File: config.mk
export PLATFORM = sky130hd
export DESIGN_NAME = div_unit
export DESIGN_NICKNAME = d
export VERILOG_FILES = /design/src/rtl/div_unit_pkg.sv /design/src/rtl/div_unit_step.sv /design/src/rtl/div_unit.sv
export SDC_FILE = /design/constraint.sdc
export NUM_CORES = 1
export LEC_CHECK = 0
export BUFFER_PORTS_ARGS = -buffer_cell sky130_fd_sc_hd__buf_2
export CORE_AREA = 2 2 185 187
export CTS_BUF_LIST = sky130_fd_sc_hd__clkbuf_4 sky130_fd_sc_hd__clkbuf_8
export DETAILED_ROUTE_END_ITERATION = 16
export DIE_AREA = 0 0 187 189
export GPL_TIMING_DRIVEN = 0
export SLEW_MARGIN = 20
export SYNTH_ARGS = -nofsm -noshare
export SYNTH_HDL_FRONTEND = slang
export SYNTH_SLANG_ARGS = --single-unit
File: constraint.sdc
create_clock -name clk -period 3.2 [get_ports clk]
set_clock_uncertainty 0.05 [all_clocks]
set_input_delay 0.16 -clock clk [delete_from_list [all_inputs] [get_ports clk]]
set_output_delay 0.16 -clock clk [all_outputs]
set_load 0.03 [all_outputs]
File: src/rtl/div_unit_pkg.sv
// Shared definitions for the multi-cycle restoring divider: state encodings,
// request/ready levels and bus widths.
package div_unit_pkg;

    localparam int DIV_DATA_W       = 32;
    localparam int DOUBLE_REG_BUS_W = 2 * DIV_DATA_W;

    typedef enum logic [1:0] {
        DIV_FREE    = 2'b00,
        DIV_BY_ZERO = 2'b01,
        DIV_ON      = 2'b10,
        DIV_END     = 2'b11
    } div_state_t;

    localparam logic DIV_START            = 1'b1;
    localparam logic DIV_STOP             = 1'b0;
    localparam logic DIV_RESULT_READY     = 1'b1;
    localparam logic DIV_RESULT_NOT_READY = 1'b0;

    localparam logic [DIV_DATA_W-1:0]       ZERO_WORD   = '0;
    localparam logic [DOUBLE_REG_BUS_W-1:0] ZERO_DOUBLE = '0;

endpackage

File: src/rtl/div_unit_step.sv
// One radix-2 restoring iteration: shift {rem, quo} left, trial-subtract the
// divisor from the upper DATA_W+1 bits, keep or restore, shift in the quotient bit.
module div_step #(
    parameter int DATA_W = 32
) (
    input  logic [2*DATA_W-1:0] work,
    input  logic [DATA_W-1:0]   divisor,
    output logic [2*DATA_W-1:0] work_next
);

    logic [DATA_W:0]   upper;
    logic [DATA_W:0]   diff;
    logic              q_bit;
    logic [DATA_W-1:0] rem_new;

    // upper is bits [64:32] of the 65-bit shifted value {0, rem, quo, 0}.
    // A restored remainder never exceeds the divisor, so its top bit is always 0
    // and the result fits back into DATA_W bits.
    always_comb begin
        upper     = work[2*DATA_W-1:DATA_W-1];
        diff      = upper - {1'b0, divisor};
        q_bit     = ~diff[DATA_W];
        rem_new   = q_bit ? diff[DATA_W-1:0] : upper[DATA_W-1:0];
        work_next = {rem_new, work[DATA_W-2:0], q_bit};
    end

endmodule

File: src/rtl/div_unit.sv
// Multi-cycle 32/32 restoring divider for DIV/DIVU; result is {remainder, quotient}.
// Operands are latched as magnitudes in FREE and the signs are fixed after the last step.
module div_unit
    import div_unit_pkg::*;
#(
    parameter int DATA_W = DIV_DATA_W
) (
    input  logic                clk,
    input  logic                rst,
    input  logic                signed_div_i,
    input  logic [DATA_W-1:0]   opdata1_i,
    input  logic [DATA_W-1:0]   opdata2_i,
    input  logic                start_i,
    input  logic                annul_i,
    output logic [2*DATA_W-1:0] result_o,
    output logic                ready_o
);

    localparam int                CNT_W    = $clog2(DATA_W + 1);
    localparam logic [CNT_W-1:0]  LAST_CNT = CNT_W'(DATA_W);

    div_state_t          state_reg, state_next;
    logic [CNT_W-1:0]    cnt_reg, cnt_next;
    logic [2*DATA_W-1:0] work_reg, work_next, step_out;
    logic [DATA_W-1:0]   divisor_reg, divisor_next;
    logic                sign1_reg, sign1_next;
    logic                sign2_reg, sign2_next;
    logic                signed_reg, signed_next;
    logic [2*DATA_W-1:0] result_next;
    logic                ready_next;

    logic              op1_neg, op2_neg;
    logic [DATA_W-1:0] op1_mag, op2_mag;
    logic [DATA_W-1:0] quo_fix, rem_fix;

    always_comb begin
        op1_neg = signed_div_i & opdata1_i[DATA_W-1];
        op2_neg = signed_div_i & opdata2_i[DATA_W-1];
        op1_mag = op1_neg ? (ZERO_WORD - opdata1_i) : opdata1_i;
        op2_mag = op2_neg ? (ZERO_WORD - opdata2_i) : opdata2_i;
    end

    // Quotient sign is the XOR of the operand signs; remainder follows the dividend.
    always_comb begin
        quo_fix = (signed_reg && (sign1_reg ^ sign2_reg))
                  ? (ZERO_WORD - work_reg[DATA_W-1:0]) : work_reg[DATA_W-1:0];
        rem_fix = (signed_reg && sign1_reg)
                  ? (ZERO_WORD - work_reg[2*DATA_W-1:DATA_W]) : work_reg[2*DATA_W-1:DATA_W];
    end

    div_step #(
        .DATA_W (DATA_W)
    ) u_step (
        .work      (work_reg),
        .divisor   (divisor_reg),
        .work_next (step_out)
    );

    always_comb begin
        state_next   = state_reg;
        cnt_next     = cnt_reg;
        work_next    = work_reg;
        divisor_next = divisor_reg;
        sign1_next   = sign1_reg;
        sign2_next   = sign2_reg;
        signed_next  = signed_reg;
        result_next  = ZERO_DOUBLE;
        ready_next   = DIV_RESULT_NOT_READY;

        unique case (state_reg)
            DIV_FREE: begin
                if (start_i == DIV_START && !annul_i) begin
                    sign1_next  = opdata1_i[DATA_W-1];
                    sign2_next  = opdata2_i[DATA_W-1];
                    signed_next = signed_div_i;
                    if (opdata2_i == ZERO_WORD) begin
                        state_next = DIV_BY_ZERO;
                    end else begin
                        state_next   = DIV_ON;
                        cnt_next     = '0;
                        work_next    = {ZERO_WORD, op1_mag};
                        divisor_next = op2_mag;
                    end
                end
            end

            DIV_BY_ZERO: begin
                if (annul_i || start_i == DIV_STOP) begin
                    state_next = DIV_FREE;
                end else begin
                    work_next  = ZERO_DOUBLE;
                    state_next = DIV_END;
                end
            end

            DIV_ON: begin
                if (annul_i || start_i == DIV_STOP) begin
                    state_next = DIV_FREE;
                end else if (cnt_reg != LAST_CNT) begin
                    work_next = step_out;
                    cnt_next  = cnt_reg + 1'b1;
                end else begin
                    work_next  = {rem_fix, quo_fix};
                    cnt_next   = '0;
                    state_next = DIV_END;
                end
            end

            DIV_END: begin
                // annul_i is deliberately not looked at here: EX drops start_i on a flush.
                if (start_i == DIV_START) begin
                    result_next = work_reg;
                    ready_next  = DIV_RESULT_READY;
                end else begin
                    state_next = DIV_FREE;
                end
            end

            default: state_next = DIV_FREE;
        endcase
    end

    always_ff @(posedge clk or negedge rst) begin
        if (!rst) begin
            state_reg   <= DIV_FREE;
            cnt_reg     <= '0;
            work_reg    <= ZERO_DOUBLE;
            divisor_reg <= ZERO_WORD;
            sign1_reg   <= 1'b0;
            sign2_reg   <= 1'b0;
            signed_reg  <= 1'b0;
            result_o    <= ZERO_DOUBLE;
            ready_o     <= DIV_RESULT_NOT_READY;
        end else begin
            state_reg   <= state_next;
            cnt_reg     <= cnt_next;
            work_reg    <= work_next;
            divisor_reg <= divisor_next;
            sign1_reg   <= sign1_next;
            sign2_reg   <= sign2_next;
            signed_reg  <= signed_next;
            result_o    <= result_next;
            ready_o     <= ready_next;
        end
    end

endmodule

# [Word-level counts from Yosys, hierarchy flattened]
# Index checks and enable logic that the tools add are counted.
[word_totals] reg_bits=172 in_bits=69 out_inout_bits=65 word_cells=76
[classes] n_addsub=6 n_eq_ne=12 muxes=27 bitwise=6 reduce_logical=15
[ops] operator="2-to-1 mux 64 bit" count=7
[ops] operator="case mux 64 bit (3 select lines)" count=1
[ops] operator="2-to-1 mux 32 bit" count=5
[ops] operator="subtractor 1 x 32 -> 32 bit, first input constant" count=4
[ops] operator="subtractor 33 x 32 -> 33 bit" count=1
[ops] operator="zero test 32 bit" count=1
[ops] operator="2-to-1 mux 6 bit" count=4
[ops] operator="2-to-1 mux 2 bit" count=6
[ops] operator="case mux 6 bit (2 select lines)" count=1
[ops] operator="AND reduction 6 bit" count=2
[ops] operator="!= test 2 bit, second input constant" count=5
[ops] operator="!= test 3 bit, second input constant" count=3
[ops] operator="case mux 2 bit (4 select lines)" count=1
[ops] operator="adder 6 x 1 -> 6 bit, second input constant" count=1
[ops] operator="!= test 6 bit, second input constant" count=1
[ops] operator="AND reduction 3 bit" count=2
[ops] operator="== test 2 bit, second input constant" count=2
[ops] operator="AND reduction 4 bit" count=1
[ops] operator="logical AND 1 bit" count=3
[ops] operator="NOT 1 bit" count=3
[ops] operator="nonzero test 3 bit" count=1
[ops] operator="bitwise AND 1 bit" count=2
[ops] operator="== test 2 x 1 -> 1 bit, second input constant" count=1
[ops] operator="zero test 2 bit" count=1
[ops] operator="other kinds (6)" count=7

# [Longest topological paths before layout]
# Gate-level depths: netlist of run 1.
[depth] depth_word=6 ltp_mapped=14 depth_no_buf=12

# [Cells and area by module]
# From an unflattened synthesis of run 1, not the netlist that was laid out.
[hier_totals] cells_unflattened=1442 hier_area_um2=12136.6
[modules_own_cells] mod="div_unit" instances=1 cells_per_inst=1099 area_per_inst_um2=9640.5 seq_area_each_um2=4304.1
[modules_own_cells] mod="div_step" instances=1 cells_per_inst=343 area_per_inst_um2=2496.1 seq_area_each_um2=0.0

# [Worst setup path before layout of run 1]
# OpenSTA, ideal clock, no wires.
[synth_timing] kind="register to register" from="register work_reg[31]" to="register work_reg[39]" setup_time_ps=101 t_arrival_ps=3192 required_time_ps=3049 setup_slack_ps=-143 stages_incl_launch_ff=15 path_buffers=2 period_less_slack_ps=3343 path_cell_list="dfrtp_1 inv_1 ha_1 fa_1 nand2b_1 a21oi_1 o2111ai_1 nand4_1 a21oi_1 o31a_1 or3_1 clkbuf_1 buf_2 and3_1 o32ai_1"
[synth_via] elab_chain_cells=5
[synth_lines] item="from (decl)" line="div_unit.sv:24" text="logic [2*DATA_W-1:0] work_reg, work_next, step_out;"
[synth_lines] item="from (signal assigned)" line="div_unit.sv:137" text="work_reg <= work_next;"
[synth_lines] item="subtractor 33 x 32 -> 33 bit" line="div_unit_step.sv:21" text="diff = upper - {1'b0, divisor};"
[synth_lines] item="2-to-1 mux 32 bit" line="div_unit_step.sv:23" text="rem_new = q_bit ? diff[DATA_W-1:0] : upper[DATA_W-1:0];"
[synth_lines] item="2-to-1 mux 64 bit" line="div_unit.sv:99" text="end else if (cnt_reg != LAST_CNT) begin"
[synth_lines] item="2-to-1 mux 64 bit" line="div_unit.sv:97" text="if (annul_i || start_i == DIV_STOP) begin"
[synth_lines] item="case mux 64 bit (3 select lines)" line="div_unit.sv:70" text="unique case (state_reg)"
# No other way between the ends. The select of a mux whose other input is x is not followed.
# A chain may end at the register's enable or synchronous reset.

# [Worst setup path in the final report of run 1]
[layout_timing] from="register work_reg[31]" to="register work_reg[36]"
# The elaborated chain is that of the path after synthesis.

==> results of run 1 <==
worst max-delay path, cell delays in order (launching register included):
cell and delay [ns]:
dfrtp_1 0.39, inv_2 0.08, ha_4 0.17, fa_2 0.34, nand2b_4 0.16, a21oi_4 0.21
o2111ai_4 0.17, nand4_1 0.22, a21oi_4 0.12, o31a_1 0.31, or3_4 0.34, buf_8 0.15
or3_1 0.30, a32o_1 0.25
stage by stage:
stage          total power, mW  hold WS, ns  util (%)  area (um2)  setup slack, ns
2_1_floorplan            9.451      -0.1856         -       11570        -0.005384
3_3_place_gp             11.66       0.3886     38.45       12790           -1.137
3_5_place_dp             11.77       0.1840     38.56       12830           -1.137
4_1_cts                  14.42      0.02376     42.13       14020          -0.1135
5_1_grt                  16.04      0.06980     43.00       14310          -0.2715
6_report                 15.01      0.05330     43.00       14310          -0.1632
report_power, final:
part | leakage [nW] | switching, mW | internal, mW
Sequential | 2.23 | 0.784 | 2.85
Clock | 0.199 | 0.937 | 0.667
Combinational | 4.11 | 5.68 | 4.09
cells in the mapped netlist (26+ instances only):
library cell and count:
inv_1 58, a21oi_1 114, and3_1 68, xor2_1 43, dfrtp_1 172, nor2_1 118
nor3_1 39, xnor2_1 47, nand2_1 128, o21ai_0 111, clkbuf_1 72, ha_1 42
nand3_1 26
repair_timing:
action | 4_1_cts | 5_1_grt
endpoints found under the setup margin | 47 | 62
pin swaps | 19 | 16
hold buffers | 34 | 0
resized for setup | 69 | 41
cloned | 1 | 0
buffers inserted | 23 | 18
endpoints found under the hold margin | 124 | 0
cell families after synthesis:
group           share of synthesized area (%)
compound gates                          22.48
xor+xnor                                6.837
fa+ha+maj                               4.732
buf+inv                                 4.461
flops                                   37.33
mux                                     2.257
simple gates                            21.90
metal layers:
layer  vias up  global-route usage (%)
li1       5456                       -
met1      5590                   30.18
met2       521                   35.82
met3        73                   3.485
met4         0                   7.998
met5         -                       0
worst max path at each step:
stage | startpoint | to | slack (ns) | cells after the start
6_report | work_reg[31]$_DFFE_PN0P_ | work_reg[36]$_DFFE_PN0P_ | -0.16 | 13
3_5_place_dp | opdata2_i[14] | work_reg[34]$_DFFE_PN0P_ | -1.14 | 10
5_1_grt | work_reg[56]$_DFFE_PN0P_ | work_reg[36]$_DFFE_PN0P_ | -0.27 | 11
4_1_cts | divisor_reg[0]$_DFFE_PN0P_ | work_reg[36]$_DFFE_PN0P_ | -0.11 | 12
2_1_floorplan | work_reg[44]$_DFFE_PN0P_ | work_reg[39]$_DFFE_PN0P_ | -0.005 | 13
3_3_place_gp | opdata2_i[14] | work_reg[34]$_DFFE_PN0P_ | -1.14 | 10
layout make-up:
type / instances / area share (%)
multi-input cells: 1071 / 49.63
flip-flops and latches: 172 / 30.22
repair buffers: 210 / 9.723
well taps: 448 / 3.917
plain buffers: 72 / 2.291
clock buffers: 19 / 1.784
inverters: 58 / 1.521
clock inverters: 13 / 0.9181
==> results.sh, run 1 <==
export IMPL_clkTransAtPathRegs_ns=0.11
export IMPL_yosysTopAreaCell="dfrtp_1"
export IMPL_path_class="flip-flop to flip-flop"
export IMPL_routedLengthMet1_um=17340
export IMPL_dieArea_um2=35340
export IMPL_cts_sinks=172
export IMPL_final_cell_mix="dfrtp_1 (156), buf_2 (133), nand2_1 (126), nor2_1 (116), a21oi_1 (109)"
export IMPL_synthArstFlopShare_pct=100.0
export IMPL_totalWireLength_um=39740
export IMPL_tns_ns=-1.916
export IMPL_ant_nets=0
export IMPL_syn_nets=1491
export IMPL_worstPathMaxFanout=7
export IMPL_portBuffers=133
export IMPL_powerDensity_nw_per_um2=1049
export IMPL_worstReg2RegStart="work_reg[31]$_DFFE_PN0P_"
export IMPL_slew_violations=0
export IMPL_ys_seq_area_share_pct=37.33
export IMPL_required_ns=3.52
export IMPL_die_y_um=189
export IMPL_timing_fmax_ghz=0.2973
export IMPL_setup_slack_ns=-0.1632
export IMPL_grt_pass1_wl_um=61570
export IMPL_dr_wl_met2_um=18450
export IMPL_area_growth_pct=24.13
export IMPL_ys_warn_count=0
export IMPL_rsz0062_at_grt="true"
export IMPL_grt_antenna_before_repair=0
export IMPL_finalSetupViolCount=26
export IMPL_synthFlopType="dfrtp_1"
export IMPL_reg2reg_setup_slack_ns=-0.16
export IMPL_place_gp_congestion=0.8901
export IMPL_p_leak_nw=6.540
export IMPL_diodes=0
export IMPL_drc=0
export IMPL_numCtsBuffers=17
export IMPL_crit_path_start_kind="flip-flop"
export IMPL_synthCells=1379
export IMPL_rows=67
export IMPL_wl_per_cell_um=19.27
export IMPL_slew_limit_headroom_pct=41.54
export IMPL_endpoint_kind="flip-flop"
export IMPL_dr_total_vias=11640
export IMPL_yosys_top_cells_area="dfrtp_1 (37%), a21oi_1 (4.9%), o21ai_0 (4.8%)"
export IMPL_die_w_um=187
export IMPL_vias_per_cell=5.642
export IMPL_ios=134
export IMPL_hold_depth=4
export IMPL_outcome="finished, violations left"
export IMPL_grt_pass1_vias=10950
export IMPL_insertion_delay_ns=0.50
export IMPL_dp_final_hpwl_um=28240
export IMPL_drive_gt1_share_pct=19.13
export IMPL_hp_start="opdata1_i[11]"
export IMPL_final_hold_violation_count=0
export IMPL_whs_endpoint="work_reg[11]$_DFFE_PN0P_"
export IMPL_nNetsFinal=1714
export IMPL_seq_area_um2=4324
export IMPL_cap_violations=0
export IMPL_place_inst=1961
export IMPL_worstMarginPinSlew_ns=0.8737
export IMPL_highest_layer="met4"
export IMPL_r2r_end="work_reg[36]$_DFFE_PN0P_"
export IMPL_synth_edf_count=0
export IMPL_cp_arrival_ns=3.69
export IMPL_fp_coreArea_um2=33280
export IMPL_post_route_period_util_pct=105.1
export IMPL_start_util_pct=34.64
export IMPL_period_minus_slack_ns=3.363
export IMPL_peakVddDrop_uv=490.8
export IMPL_cts_buffer_depth=2
export IMPL_violations="setup timing"
export IMPL_layoutNonFillerInstCount=2063
export IMPL_dr_first_iter_drc_count=997
export IMPL_cts_tree="done"
export IMPL_synthDistinctLibCells=71
export IMPL_postSynthAreaPerCell_um2=8.360
export IMPL_yosysTopAreaCellShare_pct=37.33
export IMPL_dr_pass1_iters=6
export IMPL_netlist_area_um2=11530
export IMPL_worstHoldPathType="primary input to flip-flop"
export IMPL_reg2reg_depth=13
export IMPL_htreeDepth=4
export IMPL_grt_usage_pct=22.20
export IMPL_multi_input_area_um2=7102
export IMPL_grt_max_degree=91
export IMPL_final_common_cell="dfrtp_1"
export IMPL_fill_cells=3322
export IMPL_grt_overflow_total=0
export IMPL_wl_met3_um=2925
export IMPL_cts_root_buf="clkbuf_8"
export IMPL_yosys_register_bits=172
Power figures use the tool's default switching activity.
==> run 2: changes to the inputs <==
Settings changed: CORE_AREA 2 2 185 187 to 10 10 193 195, DIE_AREA 0 0 187 189 to 0 0 203 205.
Clock period 3.2 ns to 3.6 ns, I/O delays scaled along.
==> results.sh, run 2 (synthesized netlist as in run 1, its figures left out) <==
export IMPL_outcome="finished, final reports clean"
export IMPL_timing_fmax_ghz=0.2832
export IMPL_numCtsBuffers=17
export IMPL_slew_limit_headroom_pct=41.62
export IMPL_cts_tree="done"
export IMPL_place_gp_congestion=0.8898
export IMPL_dr_first_iter_drc_count=1154
export IMPL_powerDensity_nw_per_um2=906.6
export IMPL_start_util_pct=34.64
export IMPL_dp_final_hpwl_um=29750
export IMPL_slowest_delay_ns=0.56
export IMPL_whs_endpoint="divisor_reg[8]$_DFFE_PN0P_"
export IMPL_vias_per_cell=5.625
export IMPL_peakVddDrop_uv=383.9
export IMPL_path_class="flip-flop to flip-flop"
export IMPL_grt_pass1_wl_um=63020
export IMPL_worstMarginPinSlew_ns=0.8758
export IMPL_clkTransAtPathRegs_ns=0.11
export IMPL_grt_pass1_vias=10960
export IMPL_nNetsFinal=1677
export IMPL_endpoint_kind="flip-flop"
export IMPL_required_ns=3.95
export IMPL_slew_violations=0
export IMPL_final_cell_area_um2=13800
export IMPL_grt_max_degree=93
export IMPL_fp_coreArea_um2=33280
export IMPL_cap_violations=0
export IMPL_place_area_um2=12790
export IMPL_grt_antenna_before_repair=0
export IMPL_worstHoldPathType="primary input to flip-flop"
export IMPL_place_ws_ns=-0.8140
export IMPL_ios=134
export IMPL_die_w_um=203
export IMPL_dr_total_vias=11400
export IMPL_drc=0
export IMPL_portBuffers=133
export IMPL_period_minus_slack_ns=3.531
export IMPL_final_cell_mix="dfrtp_1 (167), buf_2 (133), nand2_1 (128), nor2_1 (118), a21oi_1 (112)"
export IMPL_htreeDepth=4
export IMPL_dieArea_um2=41620
export IMPL_final_hold_violation_count=0
export IMPL_reg2reg_depth=9
export IMPL_grt_usage_pct=19.11
export IMPL_wl_per_cell_um=20.10
export IMPL_critPathBufInv=0
export IMPL_slowest_stage="or4_4"
export IMPL_diodes=0
export IMPL_crit_path_start_kind="flip-flop"
export IMPL_grt_overflow_total=0
export IMPL_path_delay_family="simple AND/OR/NAND/NOR gates"
export IMPL_path_common_cell="or3_4"
export IMPL_cts_sinks=172
export IMPL_cp_arrival_ns=3.88
export IMPL_hold_depth=4
export IMPL_worstPathMaxFanout=9
export IMPL_rows=67
export IMPL_cts_root_buf="clkbuf_8"
export IMPL_dr_pass1_iters=6
export IMPL_setup_slack_ns=0.06898
export IMPL_final_common_cell="dfrtp_1"
export IMPL_r2r_end="work_reg[63]$_DFFE_PN0P_"
export IMPL_insertion_delay_ns=0.51
export IMPL_reg2reg_setup_slack_ns=0.07
export IMPL_path_cells="nor4_4, nand4b_4, or4_4, or3_1, or3_4, or3_4, or4_1, a21oi_1, a311oi_1"
export IMPL_ant_nets=0
export IMPL_die_y_um=205
export IMPL_drive_gt1_share_pct=14.39
export IMPL_totalWireLength_um=40730
export IMPL_cts_buffer_depth=2
export IMPL_post_route_period_util_pct=98.08
export IMPL_finalSetupViolCount=0
export IMPL_hp_start="opdata2_i[8]"
export IMPL_p_leak_nw=6.326
export IMPL_worstReg2RegStart="work_reg[34]$_DFFE_PN0P_"
export IMPL_area_growth_pct=19.69
[run 2: changes by cell type in the layout (fill, tap and decap cells not counted), sizes merged]
cell / previous run / this run
buf: 183 / 146
clkinvlp: 1 / 2
dlygate4sd3: 34 / 33
bufinv: 1 / 3
inv: 65 / 60
clkbuf: 84 / 87
[run 2: area by class of cell]
type                            count  area, um2
Timing Repair Buffer              173       1079
Sequential cell                   172       4310
Clock buffer                       21      282.8
Inverter                           58      217.7
Clock inverter                     11      157.7
Buffer                             72      292.8
Fill cell                        3428      19480
Multi-Input combinational cell   1071       6898
Tap cell                          448      560.5
[run 2: what timing repair did]
| item | in CTS | in global routing |
|---|---|---|
| endpoints found under the setup margin | 38 | 35 |
| resized for setup | 25 | 25 |
| hold buffers | 33 | 0 |
| setup buffers | 2 | 4 |
| hold endpoints to repair | 114 | 0 |
| pin swaps | 4 | 6 |
[run 2: where the power goes]
| group | internal [mW] | leakage (nW) | switching [mW] |
|---|---|---|---|
| registers | 2.52 | 2.25 | 0.713 |
| logic | 2.98 | 3.86 | 4.74 |
| clock network | 0.758 | 0.217 | 0.802 |
| total | 6.26 | 6.33 | 6.25 |
[run 2: how the worst max path moves through the flow]
stage	start	endpoint	cells after the start
6_report	work_reg[34]$_DFFE_PN0P_	work_reg[63]$_DFFE_PN0P_	9
5_1_grt	work_reg[0]$_DFFE_PN0P_	work_reg[30]$_DFFE_PN0P_	11
4_1_cts	work_reg[34]$_DFFE_PN0P_	work_reg[63]$_DFFE_PN0P_	9
3_5_place_dp	work_reg[46]$_DFFE_PN0P_	work_reg[36]$_DFFE_PN0P_	13
3_3_place_gp	work_reg[48]$_DFFE_PN0P_	work_reg[46]$_DFFE_PN0P_	13
2_1_floorplan	work_reg[31]$_DFFE_PN0P_	work_reg[39]$_DFFE_PN0P_	14
[run 2: metrics by stage]
step	TNS, ns	std cells	utilization (%)	hold slack (ns)	total power [mW]
floorplan	0	1379	-	-0.1656	8.315
global placement	-127.48	1960	38.32	0.4156	10.31
detailed placement	-26.56	1961	38.44	0.1641	10.41
CTS	-0.01737	2027	41.09	0.003815	12.19
global route	-0.01944	2026	41.46	0.04640	13.44
finish	0	2026	41.46	0.01765	12.51
[run 2: metal layers]
layer / vias up / part of all wire, % / global-route usage [%] / wire length, um
met4: 0 / 2.0 / 5.835 / 801
met3: 61 / 6.6 / 2.796 / 2669
met5: - / 0 / 0 / 0
met2: 463 / 47 / 31.25 / 19050
li1: 5396 / - / - / -
met1: 5476 / 45 / 25.59 / 18210
[run 2: worst min-delay path: cells and delay by family]
kind	cells	cell delay [ns]
AND/OR/NAND/NOR	1	0.06
buffers and inverters	1	0.12
XOR/XNOR	1	0.08
AO/OA/AOI/OAI	1	0.08
